### config.mk
export PLATFORM = sky130hd
export DESIGN_NAME = sd_reg_bus_bridge_flat
export DESIGN_NICKNAME = d
export VERILOG_FILES = /design/src/rtl/sd_reg_bus_bridge_if.sv /design/src/rtl/sd_reg_bus_bridge.sv /design/src/flat_wrapper.sv
export SDC_FILE = /design/constraint.sdc
export NUM_CORES = 1
export LEC_CHECK = 0
export CORE_AREA = 10 10 145 147
export DETAILED_ROUTE_END_ITERATION = 8
export DIE_AREA = 0 0 155 157
export PLACE_DENSITY = 0.74
export SLEW_MARGIN = 20
export SYNTH_ARGS = -nofsm -noshare
export SYNTH_HDL_FRONTEND = slang
export SYNTH_SLANG_ARGS = --single-unit
### constraint.sdc
create_clock -name clk -period 2.2 [get_ports clk]
set_input_delay 0.22 -clock clk [delete_from_list [all_inputs] [get_ports clk]]
set_output_delay 0.22 -clock clk [all_outputs]
set_load 0.005 [all_outputs]
### src/rtl/sd_reg_bus_bridge_if.sv
// Host-side request/response bus for the SD register bridge.
// The host drives req/we/addr/size/wdata; the bridge answers with ack/err/rdata.
interface sd_reg_bus_bridge_if;
    logic        host_req;
    logic        host_we;
    logic [7:0]  host_addr;
    logic [1:0]  host_size;
    logic [31:0] host_wdata;
    logic        host_ack;
    logic        host_err;
    logic [31:0] host_rdata;

    modport master (
        output host_req, host_we, host_addr, host_size, host_wdata,
        input  host_ack, host_err, host_rdata
    );

    modport slave (
        input  host_req, host_we, host_addr, host_size, host_wdata,
        output host_ack, host_err, host_rdata
    );
endinterface

### src/rtl/sd_reg_bus_bridge.sv
// Host bus slave in front of the SD host register bank: decode, strobe, wait for ack, respond.
// Optional error log (err_addr/err_sticky) is built only when SD_REG_BRIDGE_ERRLOG_EN is defined.
module sd_reg_bus_bridge #(
    parameter int NREG        = 8,
    parameter int ACK_TIMEOUT = 15
) (
    input  logic                 clk,
    input  logic                 reset,
    sd_reg_bus_bridge_if.slave   host,
    output logic [NREG-1:0]      reg_wr_valid,
    output logic [31:0]          reg_wr_data,
    input  logic [NREG-1:0]      reg_ack,
    input  logic [NREG*32-1:0]   reg_rd_data,
    output logic [7:0]           err_addr,
    output logic                 err_sticky
);

    typedef enum logic [2:0] {IDLE, WSTB, WACK, RD, RESP, DONE} state_t;

    localparam logic [1:0] SZ8  = 2'd0;
    localparam logic [1:0] SZ16 = 2'd1;
    localparam logic [1:0] SZ32 = 2'd2;
    localparam logic [7:0] TIMEOUT_LAST = 8'(ACK_TIMEOUT - 1);

    state_t      state;
    logic [2:0]  slot;
    logic [1:0]  size;
    logic [7:0]  cnt;
    logic        dec_legal;
    logic [2:0]  dec_slot;

    function automatic logic [31:0] size_mask(input logic [1:0] sz);
        case (sz)
            SZ8:     size_mask = 32'h0000_00FF;
            SZ16:    size_mask = 32'h0000_FFFF;
            default: size_mask = 32'hFFFF_FFFF;
        endcase
    endfunction

    // Fixed register map: an access is legal only at a slot's start address with its exact size.
    always_comb begin
        dec_legal = 1'b0;
        dec_slot  = 3'd0;
        case (host.host_addr)
            8'h00: begin dec_slot = 3'd0; dec_legal = (host.host_size == SZ32); end
            8'h04: begin dec_slot = 3'd1; dec_legal = (host.host_size == SZ16); end
            8'h06: begin dec_slot = 3'd2; dec_legal = (host.host_size == SZ16); end
            8'h08: begin dec_slot = 3'd3; dec_legal = (host.host_size == SZ32); end
            8'h0C: begin dec_slot = 3'd4; dec_legal = (host.host_size == SZ16); end
            8'h0E: begin dec_slot = 3'd5; dec_legal = (host.host_size == SZ16); end
            8'h28: begin dec_slot = 3'd6; dec_legal = (host.host_size == SZ8);  end
            8'h2F: begin dec_slot = 3'd7; dec_legal = (host.host_size == SZ8);  end
            default: ;
        endcase
    end

    always_ff @(posedge clk) begin
        if (reset) begin
            state           <= IDLE;
            slot            <= 3'd0;
            size            <= 2'd0;
            cnt             <= 8'd0;
            host.host_ack   <= 1'b0;
            host.host_err   <= 1'b0;
            host.host_rdata <= 32'd0;
            reg_wr_valid    <= '0;
            reg_wr_data     <= 32'd0;
        end else begin
            host.host_ack <= 1'b0;
            host.host_err <= 1'b0;
            reg_wr_valid  <= '0;
            case (state)
                IDLE: begin
                    cnt <= 8'd0;
                    if (host.host_req) begin
                        if (!dec_legal) begin
                            host.host_ack <= 1'b1;
                            host.host_err <= 1'b1;
                            state         <= RESP;
                        end else begin
                            slot <= dec_slot;
                            size <= host.host_size;
                            if (host.host_we) begin
                                reg_wr_data  <= host.host_wdata & size_mask(host.host_size);
                                reg_wr_valid <= NREG'(1) << dec_slot;
                                state        <= WSTB;
                            end else begin
                                state <= RD;
                            end
                        end
                    end
                end
                WSTB: begin
                    cnt   <= 8'd0;
                    state <= WACK;
                end
                WACK: begin
                    if (reg_ack[slot]) begin
                        host.host_ack <= 1'b1;
                        state         <= RESP;
                    end else if (cnt == TIMEOUT_LAST) begin
                        host.host_ack <= 1'b1;
                        host.host_err <= 1'b1;
                        state         <= RESP;
                    end else begin
                        cnt <= cnt + 8'd1;
                    end
                end
                RD: begin
                    if (reg_ack[slot]) begin
                        host.host_rdata <= reg_rd_data[{slot, 5'd0} +: 32] & size_mask(size);
                        host.host_ack   <= 1'b1;
                        state           <= RESP;
                    end else if (cnt == TIMEOUT_LAST) begin
                        host.host_rdata <= 32'd0;
                        host.host_ack   <= 1'b1;
                        host.host_err   <= 1'b1;
                        state           <= RESP;
                    end else begin
                        cnt <= cnt + 8'd1;
                    end
                end
                RESP: state <= DONE;
                // A held request must be released before the next access is accepted.
                DONE: if (!host.host_req) state <= IDLE;
                default: state <= IDLE;
            endcase
        end
    end

`ifdef SD_REG_BRIDGE_ERRLOG_EN
    // The host still holds the faulting address during the error response cycle.
    always_ff @(posedge clk) begin
        if (reset) begin
            err_addr   <= 8'd0;
            err_sticky <= 1'b0;
        end else if (host.host_ack && host.host_err) begin
            err_addr   <= host.host_addr;
            err_sticky <= 1'b1;
        end
    end
`else
    assign err_addr   = 8'd0;
    assign err_sticky = 1'b0;
`endif

endmodule

### src/flat_wrapper.sv
// flat-port wrapper written by rule: the top's interface ports become plain ports
module sd_reg_bus_bridge_flat 
#(
    parameter int NREG        = 8,
    parameter int ACK_TIMEOUT = 15
)
  (clk, reset, reg_wr_valid, reg_wr_data, reg_ack, reg_rd_data, err_addr, err_sticky, host_host_req, host_host_we, host_host_addr, host_host_size, host_host_wdata, host_host_ack, host_host_err, host_host_rdata);
  sd_reg_bus_bridge_if host_i ();
  input  logic clk;
  input  logic reset;
  output logic [NREG-1:0] reg_wr_valid;
  output logic [31:0] reg_wr_data;
  input  logic [NREG-1:0] reg_ack;
  input  logic [NREG*32-1:0] reg_rd_data;
  output logic [7:0] err_addr;
  output logic err_sticky;
  input wire logic [$bits(host_i.host_req)-1:0] host_host_req;
  input wire logic [$bits(host_i.host_we)-1:0] host_host_we;
  input wire logic [$bits(host_i.host_addr)-1:0] host_host_addr;
  input wire logic [$bits(host_i.host_size)-1:0] host_host_size;
  input wire logic [$bits(host_i.host_wdata)-1:0] host_host_wdata;
  output wire logic [$bits(host_i.host_ack)-1:0] host_host_ack;
  output wire logic [$bits(host_i.host_err)-1:0] host_host_err;
  output wire logic [$bits(host_i.host_rdata)-1:0] host_host_rdata;
  assign host_i.host_req = host_host_req;
  assign host_i.host_we = host_host_we;
  assign host_i.host_addr = host_host_addr;
  assign host_i.host_size = host_host_size;
  assign host_i.host_wdata = host_host_wdata;
  assign host_host_ack = host_i.host_ack;
  assign host_host_err = host_i.host_err;
  assign host_host_rdata = host_i.host_rdata;
  sd_reg_bus_bridge #(.NREG(NREG), .ACK_TIMEOUT(ACK_TIMEOUT)) u_core (.clk(clk), .reset(reset), .host(host_i), .reg_wr_valid(reg_wr_valid), .reg_wr_data(reg_wr_data), .reg_ack(reg_ack), .reg_rd_data(reg_rd_data), .err_addr(err_addr), .err_sticky(err_sticky));
endmodule
# Word level (Yosys, flattened, before mapping)
# Cells that the tools add are included.
[word_totals]
inputBits = 310
wordCells = 90
latchBits = 0
ram_bits = 0
mem_bits_ro = 0
regBits = 90
memories = 0
output_inout_bits = 83
[classes]
eq_ne = 21
div_mod_pow = 0
reduce_logical = 17
order_cmp = 1
muxes = 33
bitwise_logic = 6
addsub = 1
shift = 2
multipliers = 0
[op_table]
columns = ["cell", "count"]
rows = [
  ["two-way mux 32 bit", 10],
  ["indexed part select 256 x 9 -> 32 bit", 1],
  ["case mux 32 bit (2 select lines)", 2],
  ["bitwise AND 32 bit", 2],
  ["equality test 8 x 4 -> 1 bit (second input constant)", 4],
  ["case mux 3 bit (7 select lines)", 1],
  ["equality test 8 x 3 -> 1 bit (second input constant)", 2],
  ["equality test 8 x 6 -> 1 bit (second input constant)", 2],
  ["two-way mux 8 bit", 2],
  ["case mux 8 bit (2 select lines)", 1],
  ["two-way mux 3 bit", 5],
  ["case mux 3 bit (5 select lines)", 1],
  ["AND reduction 3 bit", 3],
  ["adder 8 x 1 -> 8 bit (second input constant)", 1],
  ["zero test 8 bit", 1],
  ["inequality test 2 bit (second input constant)", 4],
  ["OR reduction 2 bit", 4],
  ["left shift 1 x 3 -> 8 bit (first input constant)", 1],
  ["equality test 3 x 2 -> 1 bit (second input constant)", 2],
  ["equality test 3 bit (second input constant)", 2],
  ["two-way mux 1 bit", 6],
  ["OR reduction 5 bit", 1],
  ["equality test 2 x 1 -> 1 bit (second input constant)", 2],
  ["zero test 2 bit", 2],
  ["14 further kinds", 19],
]

# Depth between registers and ports, before layout
# Gate-level depths: netlist of run 1.
[logic_depth]
ltp_word = 8
ltp_mapped = 8
mapped_depth_nobuf = 6

# Least setup slack after synthesis of run 1
# Ideal clock, no wire load.
[synth_path]
path_kind = "register to register"
start = "register u_core.slot[0]"
end = "register u_core.host.host_rdata[7]"
path_slack_ps = 306
path_stages_with_launch = 8
setup_time_ps = 124
arrival_time_ps = 1770
cell_sequence = "dfxtp_1 > buf_6 > buf_4 > buf_4 > buf_4 > mux4_2 > mux2i_1 > o2bb2ai_1"
[synth_between]
elab_chain_len = 4
[synth_rtl]
columns = ["item", "line", "rtl"]
rows = [
  ["from (decl)", "sd_reg_bus_bridge.sv:26", "logic [2:0] slot;"],
  ["from (signal assigned)", "sd_reg_bus_bridge.sv:81", "slot <= dec_slot;"],
  ["parallel branches: the longest is 4 deep, another holds indexed part select 256 x 9 -> 32 bit", "-", ""],
  ["to (signal assigned)", "sd_reg_bus_bridge.sv:111", "host.host_rdata <= reg_rd_data[{slot, 5'd0} +: 32] & size_mask(size);"],
  ["to (decl)", "sd_reg_bus_bridge_if.sv:20", "output host_ack, host_err, host_rdata"],
]
# Parallel ways; which one is timed is not known. The select of a mux whose other input is x is not followed.
# A chain may end at the register's enable or synchronous reset.

# Worst setup path after layout of run 1
[layout_path]
start = "register u_core.slot[0]"
end = "register u_core.host.host_err"
[layout_between]
elab_chain_len = 4
[layout_rtl]
columns = ["item", "line", "rtl"]
rows = [
  ["binary-select mux 1 bit (select 3 bit)", "sd_reg_bus_bridge.sv:98, sd_reg_bus_bridge.sv:110", ""],
  ["two-way mux 1 bit (not written as such)", "sd_reg_bus_bridge.sv:98, sd_reg_bus_bridge.sv:110", ""],
  ["two-way mux 1 bit", "sd_reg_bus_bridge.sv:110", "if (reg_ack[slot]) begin"],
  ["case mux 1 bit (2 select lines)", "sd_reg_bus_bridge.sv:72", "case (state)"],
  ["to (signal assigned)", "sd_reg_bus_bridge.sv:70", "host.host_err <= 1'b0;"],
  ["to (signal assigned)", "sd_reg_bus_bridge.sv:78", "host.host_err <= 1'b1;"],
  ["to (signal assigned)", "sd_reg_bus_bridge.sv:103", "host.host_err <= 1'b1;"],
  ["to (decl)", "sd_reg_bus_bridge_if.sv:20", ""],
]
# Every way passes these cells. The select of a mux whose other input is x is not followed.

==> results of run 1 <==
report_power, final:
| part | leakage [nW] | switching (mW) | internal (mW) |
|---|---|---|---|
| clock | 0.139 | 0.675 | 0.889 |
| combinational | 2.65 | 0.350 | 0.734 |
| sequential | 0.727 | 0.0487 | 1.66 |
| total | 3.51 | 1.07 | 3.28 |
cell families after synthesis:
kind of cell    count (synthesis)  share of synthesized area (%)
compound gates                137                          16.90
xor+xnor                        1                         0.1496
fa+ha+maj                       2                         0.4273
buf+inv                        66                          5.812
flops                          90                          30.77
mux                           104                          31.79
other cells                     1                        0.06404
simple gates                  158                          14.08
cell usage after synthesis (all sizes together) (2+ instances only):
| cell type | instances |
|---|---|
| nor4 | 3 |
| mux2 | 10 |
| ha | 2 |
| a21oi | 40 |
| nor2 | 22 |
| buf | 40 |
| and3 | 9 |
| a31oi | 5 |
| clkbuf | 20 |
| nor3 | 5 |
| nor2b | 4 |
| or4 | 2 |
| o31ai | 21 |
| mux2i | 30 |
| dfxtp | 90 |
| o21ai | 13 |
| o311ai | 2 |
| o211ai | 24 |
| or3 | 7 |
| nand3b | 2 |
| o211a | 3 |
| o2bb2ai | 9 |
| nand3 | 40 |
| nor4b | 2 |
| and2 | 2 |
| a31o | 8 |
| mux4 | 64 |
| nand2b | 5 |
| inv | 6 |
| nand2 | 48 |
worst max-delay path by stage:
stage	startpoint	to	slack, ns	depth (start not counted)
after floorplan	u_core.slot[0]	u_core.host.host_rdata[7]	0.31	7
after global placement	reg_ack[6]	u_core.host.host_err	0.07	6
after detailed placement	reg_ack[6]	u_core.host.host_err	0.04	6
after CTS	u_core.state[1]	u_core.host.host_rdata[10]	0.23	6
after global routing	u_core.state[1]	u_core.host.host_rdata[15]	0.06	6
final	u_core.slot[0]	u_core.host.host_err	0.24	5
registers in the layout, indices dropped and copies added (netlist names):
name and flops:
u_core.host.host_rdata 32, u_core.reg_wr_data 32, u_core.cnt 8, u_core.reg_wr_valid 8, u_core.slot 3, u_core.state 3
u_core.size 2, u_core.host.host_ack 1, u_core.host.host_err 1
area by class of cell:
type                            instances  share of cell area (%)
Clock inverter                          7                  0.7330
Inverter                                6                  0.2163
Sequential cell                        90                   17.36
Clock buffer                            9                   2.163
Tap cell                              234                   2.812
Timing Repair Buffer                  428                   40.74
Multi-Input combinational cell        411                   35.95
Antenna cell                            1                 0.02403
metrics by stage:
| stage | hold slack (ns) | power (mW) | setup slack (ns) | instances | util, % |
|---|---|---|---|---|---|
| finish | 0.1708 | 4.352 | 0.2401 | 1186 | 56.81 |
| CTS | 0.1488 | 4.409 | 0.2320 | 1185 | 56.79 |
| global route | 0.1506 | 4.555 | 0.06462 | 1185 | 56.79 |
| detailed placement | 0.4447 | 2.821 | 0.04194 | 1169 | 55.15 |
| floorplan | 0.3560 | 2.114 | 0.3060 | 567 | - |
| global placement | 0.4379 | 2.807 | 0.07205 | 1169 | 55.15 |
critical path, cell delays in order (launching register included):
cell and delay (ns):
dfxtp_4 0.46, mux2i_1 0.25, a22o_1 0.34, nor2_2 0.09, or4_1 0.50, a221oi_2 0.23
per-layer routing:
layer | global-route usage (%) | vias up | wire length (µm)
met5 | 0 | - | 27
met4 | 4.184 | 4 | 380
met3 | 7.369 | 23 | 2137
met2 | 34.79 | 250 | 13220
met1 | 23.51 | 2957 | 10280
li1 | - | 2944 | -
==> metrics.md, run 1 <==
| Metric | Value |
|---|---|
| Status | completed |
| Initial antenna violation count | 3 |
| Final worst path period need | 1.960 ns |
| Setup crit end kind | register |
| Count of cell types in the netlist | 66 |
| Die W | 155 µm |
| Multi-input gate area | 3744 µm² |
| Yosys top cell by area | dfxtp_1 |
| CTS Buf Count | 9 |
| Syn_area_per_cell | 10.48 µm² |
| Unrepaired setup endpoints after global routing | false |
| Global-route wire length before repair | 38.63 mm |
| Layout Skew | 0.006087 ns |
| Critical Path RT | 2.46 ns |
| Synth Warn # | 0 |
| Register area | 1808 µm² |
| Power density over the cells | 418.0 nW/µm² |
| Vias per cell | 5.209 |
| Skew-Pair Late Insertion Delay | 0.34 ns |
| Total Routing Usage GR | 20.20% |
| Fmax | 510.2 MHz |
| Critical path class | reg -> reg |
| IO Port Bufs | 383 |
| Fraction of layout cells with a size suffix above 1 | 16.93% |
| Commonest cells after routing, fill and taps aside | 382 x clkdlybuf4s50_1, 87 x dfxtp_1, 64 x mux4_2 |
| HPWL after detailed placement | 21.87 mm |
| CTS max path bufs | 2 |
| DR pass1 iterations | 5 |
| Post-synthesis cell count | 559 |
| DR WL/cell | 21.97 µm |
| Worst-path maximum fanout | 7 |
| WHS Endpoint | u_core.slot[1] |
| DRC errors left | 0 |
| Worst Setup Start Kind | register |
| Final setup fails | 0 |
| Clock sinks | 90 |
| Hold path cells | 2 |
| Clock root buffer master | clkbuf_16 |
| Post-synth top flop | dfxtp_1 |
| R2R cell count | 5 |
| Final wirelength | 26.05 mm |
| Row cnt | 50 |
| Top cells by area, synth | dfxtp_1 31%, mux4_2 25%, mux2i_1 5.1% |
| Pins Over Slew Limit | 0 |
| Area delta synth->final | 77.82% |
| GR Overflow Total | 0 |
| Initial drt markers | 269 |
| Cts hold-fix bufs | 0 |
| Initial core utilization | 31.95% |
| Static Leak | 3.514 nW |
| Fin. Hold Viols | 0 |
| CORE AREA | 18330 µm² |
| Gp weighted congestion | 0.8748 |
| Post-CTS Resized | 0 |
| Final #Nets | 1258 |
| Die area | 24340 µm² |
| Fillers | 1593 |
| Worst vdd ir | 415.9 µV |
| Via count | 6178 |
| I/O pin count | 393 |
| Worst-path clk slew | 0.07 ns |
| Worst Hold Class | in -> reg |
| R2R Setup Slk | 0.24 ns |
| Largest net degree at the start of global routing | 46 |
| Antenna-violating nets left | 0 |
| Max-slew headroom | 58.15% |
| Max cap viols | 0 |
| CP Data Arrival Time | 2.22 ns |
| Post-CTS repair timing setup buffer count | 0 |
| Number of global-route vias before repair | 6596 |
| CTS tree | done |
| Commonest non-fill, non-tap cell in the layout | clkdlybuf4s50_1 |
| Die height | 157 µm |
| Setup TNS | 0 ns |
| Cell Area, Synth | 5856 µm² |
| Dpl cell area | 10110 µm² |
| Post-synth EDFFs | 0 |
| H-Tree Depth | 3 |
| R2R Path End | u_core.host.host_err |
| Worst-Margin Slew | 0.6277 ns |
| Synth top area share | 30.77% |
| Fin crit share | 89.09% |
| Worst R2R Start | u_core.slot[0] |
| Final std cell area, no fill | 10410 µm² |
| Register area share after synthesis | 30.77% |
| Synth Register Bits | 90 |
| Hold_sp | reset |
| Async SR Flop Fraction | 0% |
Note: power is estimated with default switching activity, not from simulation.
==> run 2: changes to the inputs <==
--- a/config.mk
+++ b/config.mk
@@ -6,6 +6,7 @@
 export NUM_CORES = 1
 export LEC_CHECK = 0
 export CORE_AREA = 10 10 145 147
+export CTS_CLUSTER_SIZE = 20
 export DETAILED_ROUTE_END_ITERATION = 8
 export DIE_AREA = 0 0 155 157
 export PLACE_DENSITY = 0.74
==> results of run 2 <==
No change in the layout: final DEF, timing and power equal those of run 1.
